`src/rtl/mcash_arb_pkg.sv`:
```
// Shared types for the mcash request arbiter: channel ids, opcodes and the request payload.
package mcash_arb_pkg;

    localparam int unsigned CH_NUM = 3;

    typedef logic [1:0] chid_t;
    typedef logic [2:0] op_t;

    typedef struct packed {
        op_t          op;
        logic [27:0]  addr;
        logic [127:0] data;
    } req_t;

    localparam chid_t CHID_ILLEGAL = 2'd3;

    function automatic chid_t onehot_to_chid(input logic [CH_NUM-1:0] oh);
        onehot_to_chid = '0;
        for (int unsigned i = 0; i < CH_NUM; i++) begin
            if (oh[i]) onehot_to_chid = chid_t'(i);
        end
    endfunction

endpackage

```
`src/rtl/mcash_rr_pick.sv`:
```
// Three-way round-robin picker: searches from ptr_i upward (mod 3), returns a one-hot grant
// and the pointer value just past the winner.
module mcash_rr_pick
    import mcash_arb_pkg::*;
(
    input  logic [CH_NUM-1:0] req_i,
    input  chid_t             ptr_i,
    output logic [CH_NUM-1:0] gnt_o,
    output chid_t             ptr_next_o
);

    int unsigned base;
    logic        found;
    chid_t       idx;

    always_comb begin
        gnt_o      = '0;
        ptr_next_o = ptr_i;
        found      = 1'b0;
        idx        = '0;
        // An out-of-range pointer can only come from a corrupted state; restart at channel 0.
        base       = (ptr_i == CHID_ILLEGAL) ? 32'd0 : 32'(ptr_i);
        for (int unsigned i = 0; i < CH_NUM; i++) begin
            idx = chid_t'((base + i) % CH_NUM);
            if (!found && req_i[idx]) begin
                gnt_o[idx] = 1'b1;
                ptr_next_o = chid_t'((base + i + 1) % CH_NUM);
                found      = 1'b1;
            end
        end
    end

endmodule

```
`src/rtl/mcash_req_arb.sv`:
```
// Round-robin arbiter of three mcash request channels onto one registered pipeline slot,
// with return demux and per-channel outstanding limits. Optional MCASH_ARB_PERF_CNT_EN counters.
module mcash_req_arb
    import mcash_arb_pkg::*;
#(
    parameter int unsigned MAX_OUTSTD = 4,
    parameter int unsigned CNT_W      = 4
) (
    input  logic         clk_i,
    input  logic         rst_ni,
    input  logic         ch0_req_valid_i,
    output logic         ch0_req_allowIn_o,
    input  logic [2:0]   ch0_req_op_i,
    input  logic [27:0]  ch0_req_addr_i,
    input  logic [127:0] ch0_req_data_i,
    output logic         ch0_rtn_valid_o,
    input  logic         ch0_rtn_ready_i,
    output logic [127:0] ch0_rtn_data_o,
    input  logic         ch1_req_valid_i,
    output logic         ch1_req_allowIn_o,
    input  logic [2:0]   ch1_req_op_i,
    input  logic [27:0]  ch1_req_addr_i,
    input  logic [127:0] ch1_req_data_i,
    output logic         ch1_rtn_valid_o,
    input  logic         ch1_rtn_ready_i,
    output logic [127:0] ch1_rtn_data_o,
    input  logic         ch2_req_valid_i,
    output logic         ch2_req_allowIn_o,
    input  logic [2:0]   ch2_req_op_i,
    input  logic [27:0]  ch2_req_addr_i,
    input  logic [127:0] ch2_req_data_i,
    output logic         ch2_rtn_valid_o,
    input  logic         ch2_rtn_ready_i,
    output logic [127:0] ch2_rtn_data_o,
    output logic         pipe_req_valid_o,
    input  logic         pipe_req_allowIn_i,
    output logic [2:0]   pipe_req_op_o,
    output logic [27:0]  pipe_req_addr_o,
    output logic [127:0] pipe_req_data_o,
    output logic [1:0]   pipe_req_chid_o,
    input  logic         pipe_rtn_valid_i,
    output logic         pipe_rtn_ready_o,
    input  logic [1:0]   pipe_rtn_chid_i,
    input  logic [127:0] pipe_rtn_data_i,
`ifdef MCASH_ARB_PERF_CNT_EN
    output logic [31:0]  ch0_grant_cnt_o,
    output logic [31:0]  ch1_grant_cnt_o,
    output logic [31:0]  ch2_grant_cnt_o,
    output logic [31:0]  stall_cnt_o,
`endif
    output logic         arb_err_o
);

    logic [CH_NUM-1:0] ch_valid, eligible, pick_req, gnt, ch_rtn_valid, ch_rtn_ready, rtn_hs;
    req_t              ch_req [CH_NUM];
    req_t              sel_req, stage_q;
    logic              stage_valid_q, stage_free, any_gnt, err_q;
    chid_t             stage_chid_q, rr_ptr_q, rr_ptr_next;
    logic [CNT_W-1:0]  outstd_q [CH_NUM];
    logic [CNT_W-1:0]  outstd_d [CH_NUM];

    assign ch_valid     = {ch2_req_valid_i, ch1_req_valid_i, ch0_req_valid_i};
    assign ch_rtn_ready = {ch2_rtn_ready_i, ch1_rtn_ready_i, ch0_rtn_ready_i};
    assign ch_req[0]    = '{op: ch0_req_op_i, addr: ch0_req_addr_i, data: ch0_req_data_i};
    assign ch_req[1]    = '{op: ch1_req_op_i, addr: ch1_req_addr_i, data: ch1_req_data_i};
    assign ch_req[2]    = '{op: ch2_req_op_i, addr: ch2_req_addr_i, data: ch2_req_data_i};

    // The slot can take a new request when empty or being drained this same cycle.
    assign stage_free = !stage_valid_q | pipe_req_allowIn_i;

    always_comb begin
        eligible = '0;
        for (int unsigned n = 0; n < CH_NUM; n++) begin
            eligible[n] = ch_valid[n] & (outstd_q[n] < CNT_W'(MAX_OUTSTD));
        end
    end

    assign pick_req = stage_free ? eligible : '0;

    mcash_rr_pick u_rr_pick (
        .req_i      (pick_req),
        .ptr_i      (rr_ptr_q),
        .gnt_o      (gnt),
        .ptr_next_o (rr_ptr_next)
    );

    assign any_gnt = |gnt;

    always_comb begin
        sel_req = '0;
        for (int unsigned n = 0; n < CH_NUM; n++) begin
            if (gnt[n]) sel_req = ch_req[n];
        end
    end

    always_comb begin
        ch_rtn_valid     = '0;
        rtn_hs           = '0;
        pipe_rtn_ready_o = 1'b1;
        if (pipe_rtn_chid_i != CHID_ILLEGAL) begin
            pipe_rtn_ready_o = ch_rtn_ready[pipe_rtn_chid_i];
        end
        for (int unsigned n = 0; n < CH_NUM; n++) begin
            ch_rtn_valid[n] = pipe_rtn_valid_i & (pipe_rtn_chid_i == chid_t'(n));
            rtn_hs[n]       = ch_rtn_valid[n] & ch_rtn_ready[n];
        end
    end

    // Simultaneous grant and return cancel; a return at zero is a protocol error and is ignored.
    always_comb begin
        for (int unsigned n = 0; n < CH_NUM; n++) begin
            outstd_d[n] = outstd_q[n];
            if (gnt[n] && !(rtn_hs[n] && outstd_q[n] != '0)) begin
                outstd_d[n] = outstd_q[n] + CNT_W'(1);
            end else if (!gnt[n] && rtn_hs[n] && outstd_q[n] != '0) begin
                outstd_d[n] = outstd_q[n] - CNT_W'(1);
            end
        end
    end

    always_ff @(posedge clk_i or negedge rst_ni) begin
        if (!rst_ni) begin
            stage_valid_q <= 1'b0;
            stage_q       <= '0;
            stage_chid_q  <= '0;
            rr_ptr_q      <= '0;
            err_q         <= 1'b0;
            for (int unsigned n = 0; n < CH_NUM; n++) outstd_q[n] <= '0;
        end else begin
            if (any_gnt) begin
                stage_valid_q <= 1'b1;
                stage_q       <= sel_req;
                stage_chid_q  <= onehot_to_chid(gnt);
                rr_ptr_q      <= rr_ptr_next;
            end else if (pipe_req_allowIn_i) begin
                stage_valid_q <= 1'b0;
            end
            if (pipe_rtn_valid_i && pipe_rtn_chid_i == CHID_ILLEGAL) err_q <= 1'b1;
            for (int unsigned n = 0; n < CH_NUM; n++) outstd_q[n] <= outstd_d[n];
        end
    end

`ifdef MCASH_ARB_PERF_CNT_EN
    logic [31:0] grant_cnt_q [CH_NUM];
    logic [31:0] stall_cnt_q;

    always_ff @(posedge clk_i or negedge rst_ni) begin
        if (!rst_ni) begin
            stall_cnt_q <= '0;
            for (int unsigned n = 0; n < CH_NUM; n++) grant_cnt_q[n] <= '0;
        end else begin
            if (|ch_valid && !any_gnt) stall_cnt_q <= stall_cnt_q + 32'd1;
            for (int unsigned n = 0; n < CH_NUM; n++) begin
                if (gnt[n]) grant_cnt_q[n] <= grant_cnt_q[n] + 32'd1;
            end
        end
    end

    assign ch0_grant_cnt_o = grant_cnt_q[0];
    assign ch1_grant_cnt_o = grant_cnt_q[1];
    assign ch2_grant_cnt_o = grant_cnt_q[2];
    assign stall_cnt_o     = stall_cnt_q;
`endif

    assign {ch2_req_allowIn_o, ch1_req_allowIn_o, ch0_req_allowIn_o} = gnt;
    assign {ch2_rtn_valid_o, ch1_rtn_valid_o, ch0_rtn_valid_o}       = ch_rtn_valid;
    assign ch0_rtn_data_o   = pipe_rtn_data_i;
    assign ch1_rtn_data_o   = pipe_rtn_data_i;
    assign ch2_rtn_data_o   = pipe_rtn_data_i;
    assign pipe_req_valid_o = stage_valid_q;
    assign pipe_req_op_o    = stage_q.op;
    assign pipe_req_addr_o  = stage_q.addr;
    assign pipe_req_data_o  = stage_q.data;
    assign pipe_req_chid_o  = stage_chid_q;
    assign arb_err_o        = err_q;

endmodule

```
`config.mk`:
```
export PLATFORM = sky130hd
export DESIGN_NAME = mcash_req_arb
export DESIGN_NICKNAME = d
export VERILOG_FILES = /design/src/rtl/mcash_arb_pkg.sv /design/src/rtl/mcash_rr_pick.sv /design/src/rtl/mcash_req_arb.sv
export SDC_FILE = /design/constraint.sdc
export NUM_CORES = 1
export LEC_CHECK = 0
export CAP_MARGIN = 20
export CORE_AREA = 2 2 450 452
export CTS_CLUSTER_DIAMETER = 100
export DETAILED_ROUTE_END_ITERATION = 10
export DIE_AREA = 0 0 452 454
export GPL_TIMING_DRIVEN = 0
export PLACE_DENSITY = 0.3
export SKIP_CTS_REPAIR_TIMING = 1
export SLEW_MARGIN = 15
export SYNTH_ARGS = -nofsm -noshare
export SYNTH_HDL_FRONTEND = slang
export SYNTH_SLANG_ARGS = --single-unit
```
`constraint.sdc`:
```
create_clock -name clk_i -period 4.7 [get_ports clk_i]
set_input_delay 0.47 -clock clk_i [delete_from_list [all_inputs] [get_ports clk_i]]
set_output_delay 0.47 -clock clk_i [all_outputs]
set_load 0.03 [all_outputs]
```
======== Word-level counts from Yosys, hierarchy flattened ========
Cells that the tools add are included.
storage, ports and cells
  register bits ........................... 177
  input port bits ......................... 617
  output and inout bits ................... 554
  word-level logic and storage cells ...... 128
operators by class
  add/sub/neg operators ................... 10
  divide/modulo/power cells ............... 5
  $lt $le $gt $ge ......................... 10
  eq/ne operators ......................... 5
  muxes and demuxes ....................... 38
  bitwise operators ....................... 12
  reductions and logical operators ........ 38
operator list
  operator                 count
  $mux W159                3
  $mod A32 B2 Y32 const B  5
  $add A32 B1 Y32 const B  3
  $add A32 B2 Y32 const B  1
  $mux W4                  6
  $logic_and A1 B1 Y1      18
  $mux W1                  13
  $add A4 B1 Y4 const B    3
  $lt A2 B3 Y1 const B     4
  $lt A4 B3 Y1 const B     3
  $mux W3                  4
  $reduce_bool A4 Y1       3
  $sub A4 B1 Y4 const B    3
  $mux W2                  5
  $and A1 B1 Y1            9
  $logic_not A1 Y1         9
  $bmux W1 S2              4
  $reduce_bool A2 Y1       4
  $demux W1 S2             3
  $eq A2 B2 Y1 const B     3
  $ge A2 B1 Y1 const B     3
  $or A3 B3 Y3             2
  $reduce_bool A3 Y1       1
  $reduce_or A3 Y1         1
  5 further kinds          5

======== Depth between registers and ports, before layout ========
  word-level depth ........................ 17
  gate-level depth with buffers ........... 16
  depth with buffers taken out ............ 15

======== Hierarchy ========
Synthesis repeated with hierarchy kept, for this count alone.
second synthesis, totals
  cells, all modules ...................... 1233
  area, all modules ....................... 11404.7 um2
by module, submodules not included
  module         instances  cells an instance  area each (um2)  sequential area each (um2)
  mcash_req_arb  1          1200               11125.7          4429.2
  mcash_rr_pick  1          33                 279.0            0.0

======== Worst setup path after synthesis ========
No wires, ideal clock.
  path kind ............................... register to register
  start point ............................. register rr_ptr_q[0]
  end point ............................... register outstd_q[11] (netlist bit)
  library setup time ...................... 0.129 ns
  arrival time ............................ 3.192 ns
  required time ........................... 4.571 ns
  slack ................................... 1.379 ns
  cell stages (with the launch flop) ...... 16
  buffers on the path ..................... 0
  clock period less this slack ............ 3.321 ns
  path through ............................ dfrtp_1 -> inv_1 -> ha_1 -> or4b_1 -> o32ai_1 -> a32o_1 -> and2_1 -> nor2_1 -> inv_1 -> nand2_1 -> ha_1 -> a21o_1 -> a21o_1 -> nand2_1 -> o22ai_1 -> xor2_1
between the ends
  cells in the longest elaborated chain, start to end .. 16
  elaborated cells on any way between the ends .. 45
  those cells by class .................... add/sub: 2; div: 3; order compare: 6; eq/ne: 1; mux: 19; bitwise: 2; reduce/logical: 12
RTL lines
  what                                                                     RTL line              source
  from (decl)                                                              mcash_req_arb.sv:58   chid_t stage_chid_q, rr_ptr_q, rr_ptr_next;
  from (signal assigned)                                                   mcash_req_arb.sv:134  rr_ptr_q <= rr_ptr_next;
  $eq A2 B2 Y1                                                             mcash_rr_pick.sv:22   base = (ptr_i == CHID_ILLEGAL) ? 32'd0 : 32'(ptr_i);
  $mux W2 (*)                                                              mcash_rr_pick.sv:22
  $add A32 B1 Y32 or $mod A32 B2 Y32 (tied branches)                       mcash_rr_pick.sv:24   idx = chid_t'((base + i) % CH_NUM);
  $mod A32 B2 Y32, or another cell as far along                            mcash_rr_pick.sv:24
  $lt A2 B3 Y1 (not written as such), or another cell as far along         mcash_rr_pick.sv:26   gnt_o[idx] = 1'b1;
  $logic_and A1 B1 Y1 (not written as such), or another cell as far along  mcash_rr_pick.sv:26
  $mux W1 (not written as such), or another cell as far along              mcash_rr_pick.sv:26
  $demux W1 S2, or another cell as far along                               --
  $or A3 B3 Y3 (no line) or $mux W1 (tied branches)                        --
  $mux W3 or $logic_not A1 Y1 (tied branches)                              mcash_rr_pick.sv:25   if (!found && req_i[idx]) begin
  $or A3 B3 Y3 (no line) or $logic_and A1 B1 Y1 (tied branches)            --
  $mux W3 (*)                                                              mcash_rr_pick.sv:25
  named net ch0_req_allowIn_o                                              mcash_req_arb.sv:12   output logic ch0_req_allowIn_o,
  $logic_not A1 Y1                                                         mcash_req_arb.sv:115  end else if (!gnt[n] && rtn_hs[n] && outstd_q[n] != '0) begin
  $logic_and A1 B1 Y1 (2 in series)                                        mcash_req_arb.sv:115
  $reduce_bool A2 Y1 (no line)                                             --
  to (decl)                                                                mcash_req_arb.sv:59   logic [CNT_W-1:0] outstd_q [CH_NUM];
Mark *: on every way through the listed nets, which the timed path passes. The rest lies on a longest branch. The select of a mux whose other input is x is not followed.
A chain may end at the register's enable or synchronous reset.

======== Final worst setup path ========
  start point ............................. register rr_ptr_q[1]
  end point ............................... output ch2_req_allowIn_o
between the ends
  cells in the longest elaborated chain, start to end .. 12
  elaborated cells on any way between the ends .. 39
  those cells by class .................... add/sub: 2; div: 3; order compare: 6; eq/ne: 1; mux: 18; bitwise: 2; reduce/logical: 7
RTL lines
  what                                                                     RTL line             source
  $eq A2 B2 Y1                                                             mcash_rr_pick.sv:22
  $mux W2 (*)                                                              mcash_rr_pick.sv:22
  $add A32 B1 Y32 or $mod A32 B2 Y32 (tied branches)                       mcash_rr_pick.sv:24
  $mod A32 B2 Y32, or another cell as far along                            mcash_rr_pick.sv:24
  $lt A2 B3 Y1 (not written as such), or another cell as far along         mcash_rr_pick.sv:26
  $logic_and A1 B1 Y1 (not written as such), or another cell as far along  mcash_rr_pick.sv:26
  $mux W1 (not written as such), or another cell as far along              mcash_rr_pick.sv:26
  $demux W1 S2, or another cell as far along                               --
  $or A3 B3 Y3 (no line) or $mux W1 (tied branches)                        --
  $mux W3 or $logic_not A1 Y1 (tied branches)                              mcash_rr_pick.sv:25
  $or A3 B3 Y3 (no line) or $logic_and A1 B1 Y1 (tied branches)            --
  $mux W3 (*)                                                              mcash_rr_pick.sv:25
  to (decl)                                                                mcash_req_arb.sv:28  output logic ch2_req_allowIn_o,
Mark *: on every way between the ends. The rest lies on a longest branch, timed or not. The select of a mux whose other input is x is not followed.

==> summary by stage <==
Logic synthesis
The proportion of synthesized chip area in sequential cells is 37.4%. The primary flip-flop cell chosen by synthesis mapping is dfrtp_1. When the netlist entered floorplanning its net count stood at 2030.

The leading cell type by number of instances after synthesis is buf_4. The post-synthesis sequential element count is 177. Of the total synthesized cell area, the portion taken by XOR and XNOR cells is 0.878%. The synthesized area is 0.0118 mm^2. By area, the combinational part of the netlist is dominated by buffers and inverters. After synthesis, the mean cell area works out to 8.45 um^2.

Yosys mapped a number of flops with a built-in enable equal to 0. The count of yosys warnings during synthesis is 0. The number of cells produced by synthesis is 1400. After synthesis, the cell types taking the most area are dfrtp_1 37%, buf_4 24%, o21ai_0 10%. The count of cell types in the netlist is 50.

After synthesis, the most frequently instantiated cells are 385 x buf_4, 238 x o21ai_0, 177 x dfrtp_1. After Yosys synthesis, and, or, nand and nor cells account for 7.42% of the synthesized area. Of the total synthesized cell area, the portion taken by full adders, half adders and majority gates is 1.56%. The portion of synthesized cell area occupied by the leading cell type is 37.4%. The synthesized netlist devotes 23.6% of its cell area to compound gates. In the synthesized netlist the async set-or-reset flop fraction comes to 100%. The synthesized design spends more area on one cell type than any other, namely dfrtp_1. The portion of netlist area occupied by mux cells is 0.772%.

Finish
The area of all placed cells without fillers is 0.0264 mm^2. Excluding fillers, the count of instances in the completed layout stands at 5166. Summing all multi-input logic gate instances after layout gives 0.00405 mm^2. The fraction of final layout cells sized beyond drive strength 1 is 19.2%. In the final design database the tool counted 3095 nets. The area overhead of the layout relative to synthesis is 123%. The count of fill cells added during filler insertion is 23.0k. The sequential standard cell area is 0.00443 mm^2.

CTS
Clock tree synthesis found a total of 177 sinks. The clock tree from TritonCTS is yes. The root buffer cell is clkbuf_16.

Clock tree synthesis inserted a total of 17 buffers. The latest clock arrival within the worst-skew pair is 560 ps. The deepest clock path buffer count is 2.

In this run the number of H-tree levels came out at 4. The clock slew at the register clock pins of the worst setup and hold paths is 80 ps.

Timing
Static timing analysis puts the maximum clock frequency at 231 MHz. The smallest clock period supported by the final layout is computed as 4330 ps. The max-slew violation total from the final report came to 0. The number of hold-slack violations in the final timing report came to 0. The worst setup skew after layout is 28.5 ps. At the pin with the least slew margin, the transition time is 1000 ps. The final worst-path cycle share is 92.2%. Setup violations remaining at the end of the flow were counted as 0. Measured against its own limit, the worst slew margin works out to 33.4%. Setup repair after global routing left no endpoint under its margin.

Critical path
The maximum net fanout on the critical path is 20. The type of origin of the critical path is a flop. The endpoint of the lowest-slack register-to-register path is pipe_req_addr_o[19]$_DFFE_PN0P_.

The launch instance of the worst register-to-register path is rr_ptr_q[0]$_DFFE_PN0P_. The minimum setup slack among reg-to-reg paths is 700 ps. The worst setup path is captured at an output pin. Data arrives at the worst endpoint at 3860 ps. The endpoint required time on the critical path is 4230 ps. The logic depth of the worst register-to-register path is 10. The critical path start-end classification is reg -> out.

Global routing
The residual overflow from global routing is 0. The number of antenna violations at the first check in global routing came to 48. Global routing consumed, over all layers together, 12.8% of the routing resources. The number of global-route vias before repair is 14.7k. Entering global routing, the biggest net connects 62 pins.

The global-route wire length before repair is 168000 um.

Drt
For this block, the routed nets add up to 137000 um of wire. Dividing the detail-routed via count by the number of cells gives 2.86. Dividing the detail-routed wire length by the instance count gives 26.6 um. The count of nets left with antenna violations once routing finished came out at 0. For this run, design rule violations remaining after detail routing come to 0. The pre-antenna-repair detailed-routing pass consisted of 7 iterations.

The first routing iteration left 1109 violations. Across all layers, the routed design uses 14.8k vias.

Placement
Once detailed placement completed, the half-perimeter wirelength came to 120000 um. The placed cell area is 0.0257 mm^2. During placement, the flow inserted port buffers numbering 1042. The number of cells in the design after placement is 5119. The final estimated routing congestion in global placement is 0.815.

Outcome
The run finished with clean final reports.

Pwr
The largest vdd supply drop is 0.000334 V. The power per unit of standard cell area is 618 mW/mm^2. The leakage dissipation is 0.00984 uW.

Floorplanning
The initialized floorplan defines 165 standard-cell rows. In this run the horizontal extent of the chip is 452 um. For this configuration, the core starts out at a cell density of 5.89%. The floorplan step defined a core boundary enclosing 0.201 mm^2. 1171 I/O pins were placed. The die covers 0.205 mm^2. The die height is 454 um.

Worst hold path
The type of the worst min-delay path is in -> async.

Run
Across the run, the number of max-cap violations was 0.
-- worst max-delay path, stage by stage (launching register included) --
cell and delay (ps):
dfrtp_1 390, inv_1 90, ha_1 190, buf_6 140
nor4b_4 390, a211oi_1 140, or2_1 280, a21o_1 360
inv_1 230, buf_6 340, clkdlybuf4s50_1 760
-- cell type report --
| type | count | area share (%) |
|---|---|---|
| Timing Repair Buffer | 1048 | 40.0 |
| Sequential cell | 177 | 16.8 |
| Multi-Input combinational cell | 741 | 15.3 |
| Tap cell | 2672 | 12.7 |
| Buffer | 471 | 12.6 |
| Clock buffer | 18 | 1.62 |
| Clock inverter | 14 | 0.767 |
| Antenna cell | 16 | 0.152 |
| Inverter | 9 | 0.128 |
-- sequential cells by signal, indices dropped and copies added, names as in the netlist --
| name | flops |
|---|---|
| pipe_req_chid_o | 2 |
| pipe_req_addr_o | 28 |
| arb_err_o | 1 |
| pipe_req_valid_o | 1 |
| pipe_req_data_o | 128 |
| outstd_q | 12 |
| rr_ptr_q | 2 |
| pipe_req_op_o | 3 |
-- cells by family after synthesis --
kind of cell               count (synthesis)
AOI/OAI and AO/OA                        506
buffers and inverters                    482
and+or+nand+nor                          203
DFF                                      177
adders and majority gates                 13
xor gates and xnor gates                  11
muxes                                      8
-- metal layers --
| metal | GRT usage (%) | part of all wire [%] | up-vias |
|---|---|---|---|
| met4 | 1.79 | 0.98 | 16 |
| met2 | 22.6 | 51 | 697 |
| li1 | - | - | 6671 |
| met5 | 0 | 0.071 | - |
| met3 | 4.45 | 7.9 | 80 |
| met1 | 15.2 | 40 | 7332 |
-- metrics by stage --
step	util, %	setup TNS (ps)	total power (uW)	hold WS [ps]	worst slack, ps
finish	13.2	0	16300	382	368
global placement	12.7	-1424720	14900	470	-7930
floorplan	-	0	8590	174	1380
CTS	13.1	-638	16900	-295	-585
global route	13.1	0	17600	355	84.3
detailed placement	12.8	-323	14900	337	-323
-- layout by cell type, fill, tap and decap left out, drive strengths merged, types with 7 or more instances in the layout --
master | synthesis | layout
clkdlybuf4s50 | 0 | 1041
buf | 420 | 425
o21ai | 323 | 323
dfrtp | 177 | 177
nand2 | 164 | 164
o22ai | 160 | 160
clkbuf | 53 | 70
diode | 0 | 16
inv | 9 | 13
ha | 10 | 10
nor2 | 7 | 7
-- power breakdown --
part           switching (uW)  internal [uW]  total [uW]
clock                     906            903        1810
sequential                705           2430        3140
combinational            7480           3910       11400
total                    9090           7240       16300
-- worst max path at each step --
stage / from / end / slack, ps / cells after the start
2_1_floorplan: rr_ptr_q[0]$_DFFE_PN0P_ / outstd_q[11]$_DFFE_PN0P_ / 1380 / 15
3_3_place_gp: rst_ni / pipe_req_data_o[71]$_DFFE_PN0P_ / -7930 / 1
3_5_place_dp: ch1_req_valid_i / ch2_req_allowIn_o / -320 / 9
4_1_cts: rr_ptr_q[1]$_DFFE_PN0P_ / ch2_req_allowIn_o / -580 / 11
5_1_grt: rr_ptr_q[1]$_DFFE_PN0P_ / ch2_req_allowIn_o / 80 / 10
6_report: rr_ptr_q[1]$_DFFE_PN0P_ / ch2_req_allowIn_o / 370 / 10
Power figures use the tool's default switching activity.
